==> src/rtl/ifu_pkg.sv <==
// ifu_pkg: shared widths, reset PC, NOP encoding and the queue entry type for the fetch unit.
package ifu_pkg;
  localparam int XLEN = 32;
  localparam logic [XLEN-1:0] RESET_PC_DEF = 32'h8000_0000;
  localparam logic [XLEN-1:0] INST_NOP = 32'h0000_0013;
  typedef struct packed {
    logic [XLEN-1:0] inst;
    logic [XLEN-1:0] pc;
  } ifu_entry_t;
endpackage

==> src/rtl/ifu_fetch_if.sv <==
// ifu_fetch_if: imem request/response, core output and redirect channels of the fetch unit.
interface ifu_fetch_if;
  import ifu_pkg::*;
  logic            imem_req_valid;
  logic            imem_req_ready;
  logic [XLEN-1:0] imem_req_addr;
  logic            imem_resp_valid;
  logic [XLEN-1:0] imem_resp_data;
  logic            out_valid;
  logic            out_ready;
  logic [XLEN-1:0] out_inst;
  logic [XLEN-1:0] out_pc;
  logic            redirect_valid;
  logic [XLEN-1:0] redirect_pc;
  modport master (
    output imem_req_valid, imem_req_addr, out_valid, out_inst, out_pc,
    input  imem_req_ready, imem_resp_valid, imem_resp_data, out_ready, redirect_valid, redirect_pc
  );
  modport slave (
    input  imem_req_valid, imem_req_addr, out_valid, out_inst, out_pc,
    output imem_req_ready, imem_resp_valid, imem_resp_data, out_ready, redirect_valid, redirect_pc
  );
endinterface

==> src/rtl/ifu_fifo.sv <==
// ifu_fifo: synchronous FIFO with registered storage; flush wins over a same-cycle push or pop.
module ifu_fifo #(
  parameter int W = 32,
  parameter int DEPTH = 2,
  localparam int AW = (DEPTH > 1) ? $clog2(DEPTH) : 1,
  localparam int CW = $clog2(DEPTH + 1)
) (
  input  logic          clk,
  input  logic          reset,
  input  logic          flush_i,
  input  logic          push_i,
  input  logic          pop_i,
  input  logic [W-1:0]  wdata_i,
  output logic [W-1:0]  rdata_o,
  output logic [CW-1:0] count_o
);
  logic [W-1:0] mem_q [DEPTH];
  logic [AW-1:0] rptr_q, wptr_q;
  logic [CW-1:0] count_q;
  logic do_push, do_pop;
  function automatic logic [AW-1:0] inc(input logic [AW-1:0] p);
    return (p == AW'(DEPTH - 1)) ? '0 : p + AW'(1);
  endfunction
  assign do_push = push_i && !flush_i;
  assign do_pop = pop_i && (count_q != '0) && !flush_i;
  assign rdata_o = mem_q[rptr_q];
  assign count_o = count_q;
  always_ff @(posedge clk or negedge reset)
    if (!reset) begin
      rptr_q <= '0;
      wptr_q <= '0;
      count_q <= '0;
    end else if (flush_i) begin
      rptr_q <= '0;
      wptr_q <= '0;
      count_q <= '0;
    end else begin
      if (do_push) wptr_q <= inc(wptr_q);
      if (do_pop) rptr_q <= inc(rptr_q);
      count_q <= count_q + CW'(do_push) - CW'(do_pop);
    end
  always_ff @(posedge clk)
    if (do_push) mem_q[wptr_q] <= wdata_i;
  always_ff @(posedge clk)
    if (reset) assert (!(do_push && count_q == CW'(DEPTH)));
endmodule

==> src/rtl/ifu_fetch.sv <==
// ifu_fetch: credit-limited sequential fetch, in-order response tagging and redirect flush.
// Define IFU_PERF_CNT_EN to add the perf_fetched/perf_stall counters.
module ifu_fetch import ifu_pkg::*; #(
  parameter logic [XLEN-1:0] RESET_PC = RESET_PC_DEF,
  parameter int QDEPTH = 2,
  parameter int MAX_OUTST = 2
) (
  input  logic        clk,
  input  logic        reset,
  ifu_fetch_if.master bus,
  output logic        busy
`ifdef IFU_PERF_CNT_EN
  ,
  output logic [31:0] perf_fetched,
  output logic [31:0] perf_stall
`endif
);
  localparam int QW = $clog2(QDEPTH + 1);
  localparam int OW = $clog2(MAX_OUTST + 1);
  logic [XLEN-1:0] fetch_pc_q, fetch_pc_d, tag_pc;
  logic [OW-1:0] osd_q, osd_d, drop_q, drop_d, tcount;
  logic [QW-1:0] qcount;
  logic run_q, req_v, out_v, acc, rsp, keep, deq, redir;
  ifu_entry_t head;
  assign redir = bus.redirect_valid;
  assign rsp = bus.imem_resp_valid;
  // osd_q also covers responses owed to a flushed stream, so a slot is always free for each one
  assign req_v = run_q && !redir && int'(osd_q) < MAX_OUTST && int'(osd_q) + int'(qcount) < QDEPTH;
  assign acc = req_v && bus.imem_req_ready;
  assign keep = rsp && drop_q == '0;
  assign out_v = qcount != '0;
  assign deq = out_v && bus.out_ready;
  always_comb begin
    fetch_pc_d = redir ? (bus.redirect_pc & ~32'h3) : acc ? fetch_pc_q + 32'd4 : fetch_pc_q;
    osd_d = osd_q + OW'(acc) - OW'(rsp);
    drop_d = redir ? osd_d : drop_q - OW'(rsp && drop_q != '0);
  end
  always_ff @(posedge clk or negedge reset)
    if (!reset) begin
      fetch_pc_q <= RESET_PC;
      osd_q <= '0;
      drop_q <= '0;
      run_q <= 1'b0;
    end else begin
      fetch_pc_q <= fetch_pc_d;
      osd_q <= osd_d;
      drop_q <= drop_d;
      run_q <= 1'b1;
    end
  ifu_fifo #(.W($bits(ifu_entry_t)), .DEPTH(QDEPTH)) u_iq (
    .clk(clk), .reset(reset), .flush_i(redir), .push_i(keep), .pop_i(deq),
    .wdata_i({bus.imem_resp_data, tag_pc}), .rdata_o(head), .count_o(qcount)
  );
  // tags are never flushed: a dropped response still consumes its tag
  ifu_fifo #(.W(XLEN), .DEPTH(MAX_OUTST)) u_tq (
    .clk(clk), .reset(reset), .flush_i(1'b0), .push_i(acc), .pop_i(rsp),
    .wdata_i(fetch_pc_q), .rdata_o(tag_pc), .count_o(tcount)
  );
  always_ff @(posedge clk)
    if (reset) assert (tcount == osd_q);
  assign bus.imem_req_valid = req_v;
  assign bus.imem_req_addr = fetch_pc_q;
  assign bus.out_valid = out_v;
  assign bus.out_inst = out_v ? head.inst : '0;
  assign bus.out_pc = out_v ? head.pc : '0;
  assign busy = osd_q != '0 || drop_q != '0;
`ifdef IFU_PERF_CNT_EN
  logic [31:0] perf_fetched_q, perf_stall_q;
  always_ff @(posedge clk or negedge reset)
    if (!reset) begin
      perf_fetched_q <= '0;
      perf_stall_q <= '0;
    end else begin
      if (deq) perf_fetched_q <= perf_fetched_q + 32'd1;
      if (bus.out_ready && !out_v) perf_stall_q <= perf_stall_q + 32'd1;
    end
  assign perf_fetched = perf_fetched_q;
  assign perf_stall = perf_stall_q;
`endif
endmodule

==> src/flat_wrapper.sv <==
// flat-port wrapper written by rule: the top's interface ports become plain ports
module ifu_fetch_flat import ifu_pkg::*;
#(
  parameter logic [XLEN-1:0] RESET_PC = RESET_PC_DEF,
  parameter int QDEPTH = 2,
  parameter int MAX_OUTST = 2
)
  (clk, reset, busy, bus_imem_req_valid, bus_imem_req_addr, bus_out_valid, bus_out_inst, bus_out_pc, bus_imem_req_ready, bus_imem_resp_valid, bus_imem_resp_data, bus_out_ready, bus_redirect_valid, bus_redirect_pc);
  ifu_fetch_if bus_i ();
  input  logic clk;
  input  logic reset;
  output logic busy;
  output wire logic [$bits(bus_i.imem_req_valid)-1:0] bus_imem_req_valid;
  output wire logic [$bits(bus_i.imem_req_addr)-1:0] bus_imem_req_addr;
  output wire logic [$bits(bus_i.out_valid)-1:0] bus_out_valid;
  output wire logic [$bits(bus_i.out_inst)-1:0] bus_out_inst;
  output wire logic [$bits(bus_i.out_pc)-1:0] bus_out_pc;
  input wire logic [$bits(bus_i.imem_req_ready)-1:0] bus_imem_req_ready;
  input wire logic [$bits(bus_i.imem_resp_valid)-1:0] bus_imem_resp_valid;
  input wire logic [$bits(bus_i.imem_resp_data)-1:0] bus_imem_resp_data;
  input wire logic [$bits(bus_i.out_ready)-1:0] bus_out_ready;
  input wire logic [$bits(bus_i.redirect_valid)-1:0] bus_redirect_valid;
  input wire logic [$bits(bus_i.redirect_pc)-1:0] bus_redirect_pc;
  assign bus_imem_req_valid = bus_i.imem_req_valid;
  assign bus_imem_req_addr = bus_i.imem_req_addr;
  assign bus_out_valid = bus_i.out_valid;
  assign bus_out_inst = bus_i.out_inst;
  assign bus_out_pc = bus_i.out_pc;
  assign bus_i.imem_req_ready = bus_imem_req_ready;
  assign bus_i.imem_resp_valid = bus_imem_resp_valid;
  assign bus_i.imem_resp_data = bus_imem_resp_data;
  assign bus_i.out_ready = bus_out_ready;
  assign bus_i.redirect_valid = bus_redirect_valid;
  assign bus_i.redirect_pc = bus_redirect_pc;
  ifu_fetch #(.RESET_PC(RESET_PC), .QDEPTH(QDEPTH), .MAX_OUTST(MAX_OUTST)) u_core (.clk(clk), .reset(reset), .bus(bus_i), .busy(busy));
endmodule
==> config.mk <==
export PLATFORM = sky130hd
export DESIGN_NAME = ifu_fetch_flat
export DESIGN_NICKNAME = d
export VERILOG_FILES = /design/src/rtl/ifu_pkg.sv /design/src/rtl/ifu_fetch_if.sv /design/src/rtl/ifu_fifo.sv /design/src/rtl/ifu_fetch.sv /design/src/flat_wrapper.sv
export SDC_FILE = /design/constraint.sdc
export NUM_CORES = 1
export LEC_CHECK = 0
export ABC_AREA = 1
export CAP_MARGIN = 30
export CORE_ASPECT_RATIO = 0.75
export CORE_UTILIZATION = 40
export CTS_CLUSTER_DIAMETER = 50
export DETAILED_ROUTE_END_ITERATION = 6
export DONT_BUFFER_PORTS = 1
export GPL_ROUTABILITY_DRIVEN = 1
export MAX_ROUTING_LAYER = met4
export PLACE_DENSITY_LB_ADDON = 0.12
export SLEW_MARGIN = 20
export SYNTH_ARGS = -nofsm -noshare
export SYNTH_HDL_FRONTEND = slang
export SYNTH_HIERARCHICAL = 1
export SYNTH_SLANG_ARGS = --single-unit
==> constraint.sdc <==
create_clock -name clk -period 6.8 [get_ports clk]
set_input_delay 1.7 -clock clk [delete_from_list [all_inputs] [get_ports clk]]
set_output_delay 1.7 -clock clk [all_outputs]
set_load 0.03 [all_outputs]
==> run_results.csv, run 1 <==
group,metric,value,unit
run_status,status,"finished clean",
clock_tree,cts-htree-levels,1,
routing,wl,22900,µm
floorplan,dieArea,0.0269,mm²
clock_tree,clock_path_buffers,3,
setup_path,crit_fanout,62,
yosys,syn_inst,1085,
global_routing,antenna_found_initial,0,
pwr,finalPower,3.78,mW
global_routing,grt.total_usage,17.7,%
yosys,yosysMostFrequentCell,"nand2_1",
sta,finalCriticalPeriod,4110,ps
yosys,yosys.area.top_type,"edfxtp_1",
clock_tree,clockRootBuffer,"clkbuf_16",
global_routing,grt_pass1_vias,6274,
yosys,synth-async-reset-ratio,18.3,%
floorplan,start_util,41.4,%
placement,io_buffer_count,0,
sta,min_period_over_period,60.4,%
setup_path,crit_type,"flop to output pin",
pwr,leakage,5.00,nW
clock_tree,clk_pin_slew,60,ps
clock_tree,cts_made_buffers,27,
cells_and_area,post_route_cells_drive_above_1_share,7.21,%
run,drv_cap,0,
routing,vias_per_cell,4.63,
routing,drcViolationCount,0,
min_path,hold_path.class,"flop to flop",
pwr,power.density,321,mW/mm²
sta,drv_slew,0,
yosys,yosys_most_used_dff,"edfxtp_1",
yosys,yosysSeqAreaShare,65.1,%
sta,setup_violations,0,
yosys,netlist_area,0.0105,mm²
yosys,postSynthAreaPerCell,9.69,µm²
pwr,clkPwrFrac,39.3,%
routing,drt-initial-drc-count,408,
floorplan,die_w,189,µm
yosys,ys_top_cells_by_area,"edfxtp_1 55%, nand2_1 16%, dfrtp_1 10%",
clock_tree,cts_tree,"built",
clock_tree,cts_resized,0,
routing,dr.pass1.iters,5,
cells_and_area,diodes,0,
clock_tree,clk_latency,520,ps
pwr,seqPwrFrac,48.6,%
yosys,ys_types,32,
routing,postRouteAntennaNets,0,
clock_tree,cts.sink_count,235,
yosys,synth_edf_count,192,
pwr,peakVddDrop,0.000174,V
yosys,ys_ff_latch,235,
routing,vias,6711,
pwr,combPwrFrac,12.2,%
setup_path,critical_path_arrival,2410,ps
setup_path,worstSetupStartpointType,"flop",
global_routing,grt_pass1_wl,35700,µm
clock_tree,holdBufCountCts,0,
sta,tightest_slew,940,ps
sta,finalSetupTns,0,ps
global_routing,grt_overflow,0,
sta,maxSlewHeadroom,37.3,%
pwr,p_int,2.71,mW
floorplan,pin_count,169,
sta,rsz0062_at_grt,"false",
setup_path,end_kind,"output pin",
cells_and_area,final_nets,1171,
setup_path,critPathRequiredTime,5100,ps
sta,fmax,243,MHz
yosys,synth_top_area_share,54.8,%
placement,place_congestion,0.859,
cells_and_area,area_delta_synth_final,12.0,%
global_routing,grt_start_max_net_pins,67,
sta,finalHoldViolCount,0,
floorplan,core_region_area,0.0254,mm²
yosys,yosysWarnings,6,
floorplan,die_y,142,µm
placement,hpwl,14800,µm
pwr,p_switching,1.07,mW
cells_and_area,post-route-util,46.3,%
floorplan,rows,50,
sta,skew,10.9,ps
yosys,ys_top_cells_by_count,"438 x nand2_1, 192 x edfxtp_1, 123 x inv_1, 111 x nor2_1, 55 x nand3_1",
clock_tree,post-cts-setup-buffers,0,
routing,wl_per_cell,15.8,µm
pwr,sw_frac_of_total,28.3,%
## flip-flops by register name, summed over array words and instances (netlist names)
register                  count
u_core/u_iq/mem_q           128
u_core/u_tq/mem_q            64
u_core/bus.imem_req_addr     30
u_core/drop_q                 2
u_core/osd_q                  2
u_core/u_iq/count_o           2
u_core/u_tq/count_o           2
u_core/run_q                  1
u_core/u_iq/rptr_q            1
u_core/u_iq/wptr_q            1
u_core/u_tq/rptr_q            1
u_core/u_tq/wptr_q            1
## worst max-delay path, stage by stage, from the launching register on
cell	delay [ps]
dfrtp_2	400
inv_2	70
buf_4	550
nand2_1	100
nand2_1	90
inv_1	40
nor2_1	550
## layer usage
layer	global-route usage, %	vias to the layer above	wire length (µm)
li1	-	3442	-
met1	24.9	3042	11100
met2	25.5	192	9540
met3	4.78	35	1870
met4	4.16	0	418
met5	-	-	0
## metrics by stage
| stage | hold WS, ps | std cells | area, µm² | setup WS [ps] |
|---|---|---|---|---|
| 4_1_cts | 531 | 1448 | 11800 | 2670 |
| 3_5_place_dp | 524 | 1401 | 10900 | 2900 |
| 2_1_floorplan | 504 | 1094 | 10500 | 1560 |
| 6_report | 532 | 1448 | 11800 | 2690 |
| 5_1_grt | 557 | 1448 | 11800 | 2530 |
| 3_3_place_gp | 517 | 1399 | 10800 | 2850 |
## cells by family after synthesis
kind of cell	after synthesis	share of synthesized area (%)
simple gates	634	24.4
xor+xnor	7	0.583
other cells	2	0.0714
fa+ha+maj	9	1.14
flops	235	65.1
buf+inv	167	6.93
compound gates	31	1.76
## area by class of cell
cell class              count  area (µm²)
fillers                  2417       13600
flip-flops and latches    235        6840
well taps                 338         423
repair buffers              8        92.6
clock inverters            15         194
multi-input cells         692        3010
inverters                 128         480
clock buffers              32         726
## final timing paths
path | endpoint | slack, ps | cells after the start | from
max reg2reg | u_core/u_tq/mem_q[0][15] | 3670 | 9 | u_core/u_iq/count_o[0]
min reg2reg | u_core/u_iq/mem_q[1][27] | 530 | 2 | u_core/u_tq/mem_q[0][27]
min | u_core/u_iq/mem_q[1][27] | 530 | 2 | u_core/u_tq/mem_q[0][27]
max | bus_out_pc[18] | 2690 | 6 | u_core/u_iq/rptr_q
max in group asynchronous | u_core/bus.imem_req_addr[31] | 5750 | 0 | reset
min in group asynchronous | u_core/bus.imem_req_addr[10] | 870 | 0 | reset
## power by group through the flow
| stage | registers [mW] | logic [mW] | clock network (mW) |
|---|---|---|---|
| finish | 1.84 | 0.461 | 1.48 |
| global route | 1.85 | 0.525 | 1.58 |
| CTS | 1.84 | 0.469 | 1.52 |
| detailed placement | 1.87 | 0.469 | 0 |
| global placement | 1.87 | 0.463 | 0 |
| floorplan | 1.83 | 0.388 | 0 |
## cells in the final DEF (no fill, tap or decap), types with 5 or more instances in the layout
cell       synthesis  routed
o21ai_0           17      17
nand2_1          438     438
nor2_1           111     107
dfrtp_1           42      41
inv_1            123     123
conb_1             2      11
nand3_1           55      55
nor2_4             4       9
nor2_2             7       6
xnor2_1            7       7
clkbuf_16          0      28
buf_4             13       6
inv_2              5       5
edfxtp_1         192     192
o21bai_1           8       8
ha_1               8       8
Power figures use the tool's default switching activity.
==> run 2: changes to the inputs <==
- clock period: 6.8 -> 3.3 ns (I/O delays scaled with it)
==> run 2 against run 1 <==
Combinational power increased by 150%; setup slack worse by 2300 ps; cell count rose by 4.9%; highest routed layer unchanged.
==> run_results.csv, run 2 (synthesis gave the netlist of run 1 again) <==
group,metric,value,unit
routing,drcViolationCount,0,
setup_path,critical_path_arrival,2130,ps
pwr,peakVddDrop,0.000461,V
routing,drt-initial-drc-count,410,
clock_tree,clock_path_buffers,3,
floorplan,dieArea,0.0269,mm²
cells_and_area,final_nets,1240,
routing,vias_per_cell,4.59,
global_routing,antenna_found_initial,0,
global_routing,grt.total_usage,18.3,%
placement,hpwl,15100,µm
floorplan,rows,50,
cells_and_area,regMostFlops,"u_core/u_iq/mem_q",
sta,fmax,339,MHz
setup_path,cp_cell_sequence,"buf_4, nand2_1, nand2_1, inv_1, nor2_1, buf_4",
pwr,power.density,639,mW/mm²
clock_tree,cts_resized,0,
pwr,leakage,5.39,nW
cells_and_area,post-route-cell-area,0.0124,mm²
clock_tree,cts.sink_count,235,
routing,postRouteAntennaNets,0,
clock_tree,cts-htree-levels,1,
floorplan,die_w,189,µm
sta,setup_violations,0,
routing,dr.pass1.iters,5,
setup_path,critPathRequiredTime,2470,ps
clock_tree,cts_tree,"built",
setup_path,worstSetupStartpointType,"flop",
cells_and_area,fillers,2383,
setup_path,path_depth,6,
floorplan,start_util,41.4,%
sta,drv_slew,0,
setup_path,crit_fanout,65,
sta,hold_slack,116,ps
global_routing,grt_start_max_net_pins,67,
setup_path,ff2ff_setup_slack,680,ps
clock_tree,clockRootBuffer,"clkbuf_16",
sta,maxSlewHeadroom,47.9,%
clock_tree,cts_made_buffers,26,
min_path,hold_path.class,"input port to asynchronous set/reset pin",
floorplan,die_y,142,µm
setup_path,end_kind,"output pin",
setup_path,cpMaxStageDelayCell,"buf_4",
placement,place_congestion,0.859,
sta,rsz0062_at_grt,"false",
cells_and_area,diodes,0,
sta,skew,20.8,ps
run,drv_cap,0,
cells_and_area,post-route-util,48.6,%
sta,finalSetupTns,0,ps
global_routing,grt_overflow,0,
setup_path,crit_type,"flop to output pin",
cells_and_area,final_cell_mix,"438 x nand2_1, 192 x edfxtp_1, 123 x inv_1, 107 x nor2_1, 70 x buf_4",
cells_and_area,final_common_cell,"nand2_1",
clock_tree,clk_latency,530,ps
routing,vias,6965,
cells_and_area,area_delta_synth_final,17.5,%
routing,wl,23400,µm
sta,min_period_over_period,89.4,%
placement,place_ws,651,ps
run_status,status,"finished clean",
clock_tree,clk_pin_slew,70,ps
setup_path,r2r_cells,9,
global_routing,grt_pass1_wl,36900,µm
setup_path,worstPathBufferInverterCount,3,
sta,fin_ws,349,ps
sta,finalCriticalPeriod,2950,ps
sta,finalHoldViolCount,0,
floorplan,pin_count,169,
floorplan,core_region_area,0.0254,mm²
placement,dp_cells,1470,
placement,post_dp_cell_area,0.0114,mm²
pwr,finalPower,7.89,mW
sta,tightest_slew,782,ps
global_routing,grt_pass1_vias,6471,
cells_and_area,largest_register_ffs,128,
cells_and_area,stdcell_count,1519,
placement,io_buffer_count,0,
setup_path,crit_family,"buffers and inverters",
setup_path,r2r_end,"u_core/u_tq/mem_q[1][23]",
cells_and_area,post_route_cells_drive_above_1_share,12.9,%
setup_path,cpPeakStageDelay,610,ps
routing,wl_per_cell,15.4,µm
setup_path,rr_startpoint,"u_core/u_iq/count_o[0]",
[run 2: worst max-delay path by stage]
| stage | startpoint | slack (ps) | end |
|---|---|---|---|
| global placement | u_core/u_iq/count_o[0] | 680 | u_core/u_tq/mem_q[0][20] |
| global route | u_core/u_iq/rptr_q | 140 | bus_out_pc[17] |
| detailed placement | u_core/u_iq/count_o[0] | 650 | u_core/u_tq/mem_q[1][20] |
| finish | u_core/u_iq/rptr_q | 350 | bus_out_pc[17] |
| floorplan | bus_imem_resp_valid | 6 | u_core/u_iq/mem_q[0][0] |
| CTS | u_core/u_iq/rptr_q | 300 | bus_out_pc[17] |
[run 2: power breakdown]
group / total [mW] / switching [mW] / internal, mW
clock network: 2.98 / 1.20 / 1.79
registers: 3.78 / 0.311 / 3.47
logic: 1.13 / 0.763 / 0.367
total: 7.89 / 2.27 / 5.62
[run 2: repair_timing]
action	4_1_cts	5_1_grt
hold endpoints to repair	42	0
hold buffers	1	0
buffers inserted	0	0
[run 2: cell type report]
| class | count | area [µm²] | share of cell area (%) |
|---|---|---|---|
| timing repair buffer | 78 | 693 | 5.61 |
| clock buffer | 31 | 711 | 5.75 |
| sequential | 235 | 6840 | 55.4 |
| clock inverter | 17 | 190 | 1.54 |
| tap | 338 | 423 | 3.42 |
| multi-input combinational | 692 | 3010 | 24.4 |
| inverter | 128 | 480 | 3.89 |
[run 2: metal layers]
metal / vias to the layer above / GRT usage, % / wire length, µm
met3: 38 / 3.82 / 1530
met1: 3170 / 26.0 / 11200
met2: 172 / 26.9 / 10300
met4: 0 / 4.29 / 473
li1: 3585 / - / -
met5: - / - / 0
